**src/rtl/wb_seq_pkg.sv**
```systemverilog
// Shared types and default widths for the Wishbone command sequencer.
package wb_seq_pkg;

  localparam int DEF_ADDR_WIDTH   = 32;
  localparam int DEF_DATA_WIDTH   = 64;
  localparam int DEF_DEPTH        = 4;
  localparam int RSP_CYCLES_WIDTH = 16;

  typedef enum logic [1:0] {
    S_IDLE  = 2'd0,
    S_ISSUE = 2'd1,
    S_WAIT  = 2'd2,
    S_RESP  = 2'd3
  } seq_state_t;

endpackage

```
**src/rtl/wb_cmd_fifo.sv**
```systemverilog
// Command FIFO: array storage with wrapping pointers and an occupancy counter.
module wb_cmd_fifo #(
  parameter int WIDTH = 8,
  parameter int DEPTH = 4
) (
  input  logic                   aclk,
  input  logic                   aresetn,
  input  logic                   push,
  input  logic                   pop,
  input  logic [WIDTH-1:0]       din,
  output logic [WIDTH-1:0]       dout,
  output logic [$clog2(DEPTH):0] count,
  output logic                   full
);

  localparam int PW = $clog2(DEPTH);
  localparam int CW = PW + 1;

  logic [WIDTH-1:0] mem [DEPTH];
  logic [PW-1:0]    wr_ptr_reg;
  logic [PW-1:0]    rd_ptr_reg;
  logic [CW-1:0]    count_reg;
  logic             do_push;
  logic             do_pop;

  // Full is judged on the registered count, so a same-cycle pop never frees a slot early.
  assign full    = (count_reg == CW'(DEPTH));
  assign do_push = push && !full;
  assign do_pop  = pop && (count_reg != '0);
  assign count   = count_reg;
  assign dout    = mem[rd_ptr_reg];

  always_ff @(posedge aclk) begin
    if (!aresetn) begin
      wr_ptr_reg <= '0;
      rd_ptr_reg <= '0;
      count_reg  <= '0;
    end else begin
      if (do_push) wr_ptr_reg <= wr_ptr_reg + PW'(1);
      if (do_pop)  rd_ptr_reg <= rd_ptr_reg + PW'(1);
      unique case ({do_push, do_pop})
        2'b10:   count_reg <= count_reg + CW'(1);
        2'b01:   count_reg <= count_reg - CW'(1);
        default: count_reg <= count_reg;
      endcase
    end
  end

  always_ff @(posedge aclk) begin
    if (do_push) mem[wr_ptr_reg] <= din;
  end

endmodule

```
**src/rtl/wb_cmd_seq.sv**
```systemverilog
// Queues bus commands and issues them one at a time to a Wishbone master,
// returning read data, write echo and a start-to-done cycle count.
module wb_cmd_seq
  import wb_seq_pkg::*;
#(
  parameter int ADDR_WIDTH   = DEF_ADDR_WIDTH,
  parameter int DATA_WIDTH   = DEF_DATA_WIDTH,
  parameter int BYTE_WIDTH   = DATA_WIDTH / 8,
  parameter int WBS_ADDR_LSB = $clog2(BYTE_WIDTH),
  parameter int DEPTH        = DEF_DEPTH
) (
  input  logic                               aclk,
  input  logic                               aresetn,
  input  logic                               cmd_valid,
  output logic                               cmd_ready,
  input  logic [ADDR_WIDTH-WBS_ADDR_LSB-1:0] cmd_addr,
  input  logic [DATA_WIDTH-1:0]              cmd_data,
  input  logic [BYTE_WIDTH-1:0]              cmd_sel,
  input  logic                               cmd_we,
  output logic                               rsp_valid,
  input  logic                               rsp_ready,
  output logic [DATA_WIDTH-1:0]              rsp_data,
  output logic                               rsp_we,
  output logic [RSP_CYCLES_WIDTH-1:0]        rsp_cycles,
  output logic                               m_start,
  output logic [ADDR_WIDTH-WBS_ADDR_LSB-1:0] m_addr,
  output logic [DATA_WIDTH-1:0]              m_data,
  output logic [BYTE_WIDTH-1:0]              m_sel,
  output logic                               m_we,
  input  logic [DATA_WIDTH-1:0]              m_rdata,
  input  logic                               m_done,
  output logic [$clog2(DEPTH):0]             fifo_count,
  output logic                               err_spurious
);

  localparam int WA = ADDR_WIDTH - WBS_ADDR_LSB;
  localparam int FW = WA + DATA_WIDTH + BYTE_WIDTH + 1;

  seq_state_t state_reg, state_next;

  logic [FW-1:0]               fifo_din;
  logic [FW-1:0]               fifo_dout;
  logic                        fifo_full;
  logic                        fifo_push;
  logic                        fifo_pop;
  logic [WA-1:0]               head_addr;
  logic [DATA_WIDTH-1:0]       head_data;
  logic [BYTE_WIDTH-1:0]       head_sel;
  logic                        head_we;

  logic [WA-1:0]               m_addr_reg;
  logic [DATA_WIDTH-1:0]       m_data_reg;
  logic [BYTE_WIDTH-1:0]       m_sel_reg;
  logic                        m_we_reg;
  logic                        rsp_valid_reg;
  logic [DATA_WIDTH-1:0]       rsp_data_reg;
  logic                        rsp_we_reg;
  logic [RSP_CYCLES_WIDTH-1:0] rsp_cycles_reg;
  logic                        err_reg;

  logic load_cmd;
  logic capture_rsp;
  logic clear_rsp;

  // Ready is held low during reset as well as when full.
  assign cmd_ready = aresetn && !fifo_full;
  assign fifo_push = cmd_valid && cmd_ready;
  assign fifo_din  = {cmd_addr, cmd_data, cmd_sel, cmd_we};
  assign {head_addr, head_data, head_sel, head_we} = fifo_dout;

  wb_cmd_fifo #(
    .WIDTH (FW),
    .DEPTH (DEPTH)
  ) u_fifo (
    .aclk    (aclk),
    .aresetn (aresetn),
    .push    (fifo_push),
    .pop     (fifo_pop),
    .din     (fifo_din),
    .dout    (fifo_dout),
    .count   (fifo_count),
    .full    (fifo_full)
  );

  always_ff @(posedge aclk) begin
    if (!aresetn) state_reg <= S_IDLE;
    else          state_reg <= state_next;
  end

  always_comb begin
    state_next  = state_reg;
    fifo_pop    = 1'b0;
    load_cmd    = 1'b0;
    capture_rsp = 1'b0;
    clear_rsp   = 1'b0;
    case (state_reg)
      S_IDLE: begin
        if (fifo_count != '0) begin
          state_next = S_ISSUE;
          fifo_pop   = 1'b1;
          load_cmd   = 1'b1;
        end
      end
      S_ISSUE: state_next = S_WAIT;
      S_WAIT: begin
        if (m_done) begin
          state_next  = S_RESP;
          capture_rsp = 1'b1;
        end
      end
      S_RESP: begin
        if (rsp_ready) begin
          state_next = S_IDLE;
          clear_rsp  = 1'b1;
        end
      end
      default: state_next = S_IDLE;
    endcase
  end

  always_ff @(posedge aclk) begin
    if (!aresetn) begin
      m_addr_reg     <= '0;
      m_data_reg     <= '0;
      m_sel_reg      <= '0;
      m_we_reg       <= 1'b0;
      rsp_valid_reg  <= 1'b0;
      rsp_data_reg   <= '0;
      rsp_we_reg     <= 1'b0;
      rsp_cycles_reg <= '0;
      err_reg        <= 1'b0;
    end else begin
      if (load_cmd) begin
        m_addr_reg     <= head_addr;
        m_data_reg     <= head_data;
        m_sel_reg      <= head_sel;
        m_we_reg       <= head_we;
        rsp_cycles_reg <= '0;
      end
      // The done cycle itself is counted, so the count spans start to done.
      if (state_reg == S_WAIT && rsp_cycles_reg != '1)
        rsp_cycles_reg <= rsp_cycles_reg + RSP_CYCLES_WIDTH'(1);
      if (capture_rsp) begin
        rsp_data_reg  <= m_we_reg ? '0 : m_rdata;
        rsp_we_reg    <= m_we_reg;
        rsp_valid_reg <= 1'b1;
      end
      if (clear_rsp) rsp_valid_reg <= 1'b0;
      if (m_done && state_reg != S_WAIT) err_reg <= 1'b1;
    end
  end

  assign m_start      = (state_reg == S_ISSUE);
  assign m_addr       = m_addr_reg;
  assign m_data       = m_data_reg;
  assign m_sel        = m_sel_reg;
  assign m_we         = m_we_reg;
  assign rsp_valid    = rsp_valid_reg;
  assign rsp_data     = rsp_data_reg;
  assign rsp_we       = rsp_we_reg;
  assign rsp_cycles   = rsp_cycles_reg;
  assign err_spurious = err_reg;

endmodule

```
**config.mk**
```make
export PLATFORM = sky130hd
export DESIGN_NAME = wb_cmd_seq
export DESIGN_NICKNAME = d
export VERILOG_FILES = /design/src/rtl/wb_seq_pkg.sv /design/src/rtl/wb_cmd_fifo.sv /design/src/rtl/wb_cmd_seq.sv
export SDC_FILE = /design/constraint.sdc
export NUM_CORES = 1
export LEC_CHECK = 0
export CORE_UTILIZATION = 57
export DETAILED_ROUTE_END_ITERATION = 16
export PLACE_DENSITY = 0.81
export SKIP_LAST_GASP = 1
export SLEW_MARGIN = 20
export SYNTH_ARGS = -nofsm -noshare
export SYNTH_HDL_FRONTEND = slang
export SYNTH_SLANG_ARGS = --single-unit
export TNS_END_PERCENT = 1
```
**constraint.sdc**
```tcl
create_clock -name aclk -period 7.72 [get_ports aclk]
set_clock_uncertainty 0.15 [all_clocks]
set_input_delay 1.544 -clock aclk [delete_from_list [all_inputs] [get_ports aclk]]
set_output_delay 1.544 -clock aclk [all_outputs]
set_load 0.01 [all_outputs]
```
==> results of run 1 <==
## worst min path at each step
stage,from,endpoint,depth (start not counted)
2_1_floorplan,m_addr[13],m_addr[13],2
3_3_place_gp,m_data[22],m_data[22],2
3_5_place_dp,m_data[56],m_data[56],2
4_1_cts,m_data[1],m_data[1],2
5_1_grt,m_data[19],m_data[19],2
6_report,m_data[38],m_data[38],2
## worst min-delay path: cells and delay by family (launching register included)
| family | cells | cell delay [ns] |
|---|---|---|
| DFF | 1 | 0.31 |
| and+or+nand+nor | 1 | 0.05 |
| AOI/OAI and AO/OA | 1 | 0.05 |
## cells by family after synthesis
group	count (synthesis)	synth area share (%)
DFF	602	72.3
and+or+nand+nor	417	8.95
AOI/OAI and AO/OA	204	5.16
buffers and inverters	108	2.23
muxes	104	10.4
adders and majority gates	12	0.707
xor gates and xnor gates	6	0.236
## routing by layer
| metal | wire [microns] | global-route usage (%) | vias up |
|---|---|---|---|
| met5 | 25 | 0 | - |
| met1 | 20400 | 31.9 | 6715 |
| met2 | 26700 | 44.6 | 527 |
| met4 | 1000 | 8.57 | 4 |
| met3 | 3750 | 5.46 | 76 |
| li1 | - | - | 6140 |
## layout by cell type (no fill, tap or decap), drive strengths merged, types with 4 or more instances in the layout
master and instances:
edfxtp 408, clkdlybuf4s50 360, nand2 227, dfxtp 194, a21oi 172, mux4 102
nor2 78, clkbuf 73, nor3b 64, clkinv 22, inv 16, buf 15
nand3 12, ha 11, diode 6, o221ai 6, nand4 6, nand4b 5
o21ai 5, and2 4, xnor2 4, bufinv 4, o311ai 4, clkinvlp 4
## power by group through the flow
stage	logic, mW	registers, mW	clock network, mW
after floorplan	1.43	4.15	0
after global placement	2.43	4.11	0
after detailed placement	2.46	4.12	0
after CTS	2.49	4.06	2.82
after global routing	2.65	4.10	2.95
final	2.46	4.06	2.79
## stage by stage
step / area (sq um) / util (%)
finish: 28200 / 72.9
global route: 28200 / 72.9
CTS: 28200 / 72.9
detailed placement: 26300 / 68.0
global placement: 26300 / 68.0
floorplan: 22300 / -
## area by class of cell
class                   count  area (sq um)  share of cell area, %
clock buffers              73          1610                   5.71
clock inverters            34           289                   1.03
well taps                 518           648                   2.30
repair buffers            375          3730                   13.2
diodes                      6          15.0                 0.0533
multi-input cells         743          5700                   20.2
flip-flops and latches    602         16100                   57.3
inverters                  12          52.6                  0.186
==> reports/qor.yml, run 1 <==
run_status:
  status: "finished clean"
place:
  io_buffers: 360
  post-place-ws_ns: 2.03
  place_inst: 2250
  hpwl_microns: 32000
  gp_congestion: 0.816
timing:
  finalHoldViolCount: 0
  period_needed_ns: 5.71
  fin_ws_ns: 2.01
  finalSetupViolCount: 0
  totalNegativeSetupSlack_ns: 0
  maxSlewViolCount: 0
  fmax_ghz: 0.175
  slew_headroom_pct: 34.9
  period_share_pct: 74.0
  rsz0062_at_grt: "false"
  timing.hold.ws_ns: 0.304
  tightestPinTransition_ns: 0.977
clocking:
  h-tree-depth: 2
  postCtsSetupBuffers: 0
  clockBufferDepth: 3
  tritoncts: "done"
  postCtsHoldBufs: 0
  root_buffer: "clkbuf_16"
  cts_resized: 0
  clock_latency_ns: 0.60
  numCtsBuffers: 57
  path_clk_slew_ns: 0.06
  clkSinkCount: 602
worst_setup_path:
  required_ns: 6.03
  worstSetupStartpointType: "primary input"
  path_cells: "clkdlybuf4s50_1 > inv_6 > a21oi_1 > clkdlybuf4s50_1"
  path_class: "primary input to primary output"
  crit_cells: 4
  r2r_end: "u_fifo.count[2]"
  slowest_stage: "clkdlybuf4s50_1"
  cpMostUsedCell: "clkdlybuf4s50_1"
  cp_max_fo: 104
  slowest_delay_ns: 1.06
  r2r_start: "u_fifo.count[0]"
  rr_worst_depth: 8
  cp_top_family: "buffers and inverters"
  crit_start: "aresetn"
  r2r_setup_slack_ns: 4.32
  endpoint_kind: "primary output"
  cp.arrival_ns: 4.02
  endpoint: "cmd_ready"
  path_buf_inv: 3
drt:
  finalWirelength_microns: 51800
  detail_route.wl_per_cell_microns: 21.9
  firstDrtPassIters: 4
  drc: 0
  dr.first_iter.drc_count: 786
  dr_total_vias: 13500
  ant_nets: 0
  viasPerCell: 5.70
synth:
  yosysSeqAreaShare_pct: 72.3
  ys_types: 58
  syn_area_sq_um: 22300
  ys_seq_elements: 602
  syn-num-nets: 1636
  synth-edff-count: 408
  yosys-top-cells-count: "edfxtp_1 (408), nand2_1 (226), dfxtp_1 (194)"
  synth_largest_area_cell: "edfxtp_1"
  ys.flop_type: "edfxtp_1"
  synthTopCellsByArea: "edfxtp_1 (55%), dfxtp_1 (17%), mux4_2 (10%)"
  yosysWarnings: 0
  async_flop_share_pct: 0
  syn_inst: 1453
  synth_top_area_share_pct: 54.9
  synth_most_common_cell: "edfxtp_1"
  synth.avg_cell_area_sq_um: 15.4
power:
  powerDensity_nw_per_um2: 330
  p_switching_mw: 2.76
  pwr-share-seq_pct: 43.6
  p_total_mw: 9.31
  combPwrFrac_pct: 26.4
  ir_worst_vdd_v: 0.000232
  p_sw_share_pct: 29.6
  internal-power_mw: 6.55
  power.leakage_nw: 9.14
  clock_power_share_pct: 29.9
die:
  dieArea_sq_um: 39900
  start_util_pct: 57.7
  die_h_microns: 200
  row_count: 72
  die_x_microns: 200
  ios: 361
  coreArea_sq_um: 38600
layout:
  area_growth_pct: 26.4
  fillers: 2385
  stdcell_count: 2363
  drive_gt1_share_pct: 13.1
  fin_nets: 1974
  largest_reg_flops: 408
global_routing:
  grtUsageTotal_pct: 25.6
  grt_pass1_vias: 13300
  grt_pass1_wl_microns: 75800
  grt_remaining_overflow: 0
  antenna_found_initial: 10
  grt_max_degree: 105
run:
  drv_cap: 0
worst_hold_path:
  hold_path_class: "flip-flop to flip-flop"
Power figures use the tool's default switching activity.
==> run 2, diff against run 1 <==
- CORE_UTILIZATION: 57 -> 48
- PLACE_DENSITY: 0.81 -> 0.73
- clock period: 7.72 -> 4.9 ns (I/O delays scaled with it)
==> reports/qor.yml, run 2 (synthesis gave the netlist of run 1 again) <==
timing:
  rsz0062_at_grt: "false"
  fmax_ghz: 0.278
  finalSetupViolCount: 0
  slew_headroom_pct: 30.9
  period_share_pct: 73.3
  totalNegativeSetupSlack_ns: 0
  maxSlewViolCount: 0
  fin_ws_ns: 1.31
  tightestPinTransition_ns: 1.04
  period_needed_ns: 3.59
  finalHoldViolCount: 0
drt:
  finalWirelength_microns: 51700
  detail_route.wl_per_cell_microns: 21.0
  viasPerCell: 5.47
  dr_total_vias: 13400
  drc: 0
  firstDrtPassIters: 7
  dr.first_iter.drc_count: 1062
  ant_nets: 0
die:
  start_util_pct: 48.9
  die_h_microns: 218
  row_count: 78
  ios: 361
  coreArea_sq_um: 45600
  dieArea_sq_um: 47300
  die_x_microns: 218
power:
  ir_worst_vdd_v: 0.000403
  p_sw_share_pct: 29.3
  powerDensity_nw_per_um2: 522
  combPwrFrac_pct: 25.6
  internal-power_mw: 10.5
  p_switching_mw: 4.36
  pwr-share-seq_pct: 43.5
  power.leakage_nw: 9.24
  clock_power_share_pct: 30.8
worst_setup_path:
  r2r_setup_slack_ns: 1.77
  cp.arrival_ns: 2.46
  r2r_start: "u_fifo.count[0]"
  rr_worst_depth: 6
  required_ns: 3.77
  r2r_end: "m_we"
  cp_max_fo: 48
  endpoint_kind: "primary output"
  worstSetupStartpointType: "primary input"
  path_class: "primary input to primary output"
layout:
  fin_nets: 1982
  area_growth_pct: 27.7
  most-common-layout-cells: "edfxtp_1 (408), clkdlybuf4s50_1 (360), nand2_1 (225)"
  drive_gt1_share_pct: 13.4
  largest_reg_flops: 408
  final_common_cell: "edfxtp_1"
  fillers: 3371
run:
  drv_cap: 0
clocking:
  tritoncts: "done"
  h-tree-depth: 2
  root_buffer: "clkbuf_16"
  numCtsBuffers: 58
  clock_latency_ns: 0.61
  cts_resized: 0
  clockBufferDepth: 3
  clkSinkCount: 602
  path_clk_slew_ns: 0.06
  postCtsHoldBufs: 0
  postCtsSetupBuffers: 0
global_routing:
  grt_pass1_wl_microns: 77200
  grt_remaining_overflow: 0
  grt_pass1_vias: 13000
  grt_max_degree: 83
  grtUsageTotal_pct: 21.6
  antenna_found_initial: 12
worst_hold_path:
  hold_path_class: "flip-flop to flip-flop"
  hold_end: "m_addr[19]"
  holdCritStartpoint: "m_addr[19]"
  holdPathStages: 2
place:
  io_buffers: 360
  hpwl_microns: 32000
  gp_congestion: 0.827
  post-place-ws_ns: 0.976
run_status:
  status: "finished clean"
[run 2: per-stage QoR]
step,power (mW),hold WS (ns),area [sq um],utilization (%),instances
after global routing,15.6,0.322,28500,62.5,2453
after global placement,10.4,0.293,26500,58.1,2339
after CTS,15.1,0.305,28500,62.5,2449
final,14.9,0.303,28500,62.5,2454
after floorplan,8.79,0.328,22300,-,1453
after detailed placement,10.5,0.297,26500,58.1,2339
[run 2: worst max-delay path by stage]
stage	slack [ns]	to	startpoint
finish	1.31	cmd_ready	aresetn
global route	1.23	cmd_ready	aresetn
CTS	1.30	cmd_ready	aresetn
detailed placement	0.98	u_fifo.count[2]	aresetn
global placement	0.99	u_fifo.count[2]	aresetn
floorplan	0.30	u_fifo.mem[1][0]	aresetn
[run 2: layout make-up]
type                    instances  area [sq um]  share of cell area (%)
flip-flops and latches        602         16100                    56.7
multi-input cells             743          5700                    20.0
repair buffers                382          3840                    13.5
clock buffers                  77          1630                    5.73
well taps                     600           751                    2.63
clock inverters                33           362                    1.27
inverters                      12          52.6                   0.184
diodes                          5          12.5                  0.0439
[run 2: critical path, cell delays in order]
cell and delay [ns]:
clkdlybuf4s50_1 0.57, inv_6 0.16, a21oi_1 0.18, clkdlybuf4s50_1 0.55
[run 2: routing by layer]
| metal | vias up | wire length (microns) | GRT usage (%) |
|---|---|---|---|
| met5 | - | 88 | 0 |
| met4 | 14 | 1120 | 6.88 |
| met3 | 83 | 4140 | 5.76 |
| met2 | 502 | 25300 | 35.5 |
| met1 | 6652 | 21000 | 28.0 |
| li1 | 6165 | - | - |
[run 2: power by group through the flow]
stage	clock network [mW]	registers, mW	logic (mW)
final	4.59	6.48	3.82
after global routing	4.89	6.55	4.15
after CTS	4.68	6.49	3.89
after detailed placement	0	6.59	3.87
after global placement	0	6.56	3.83
after floorplan	0	6.53	2.25
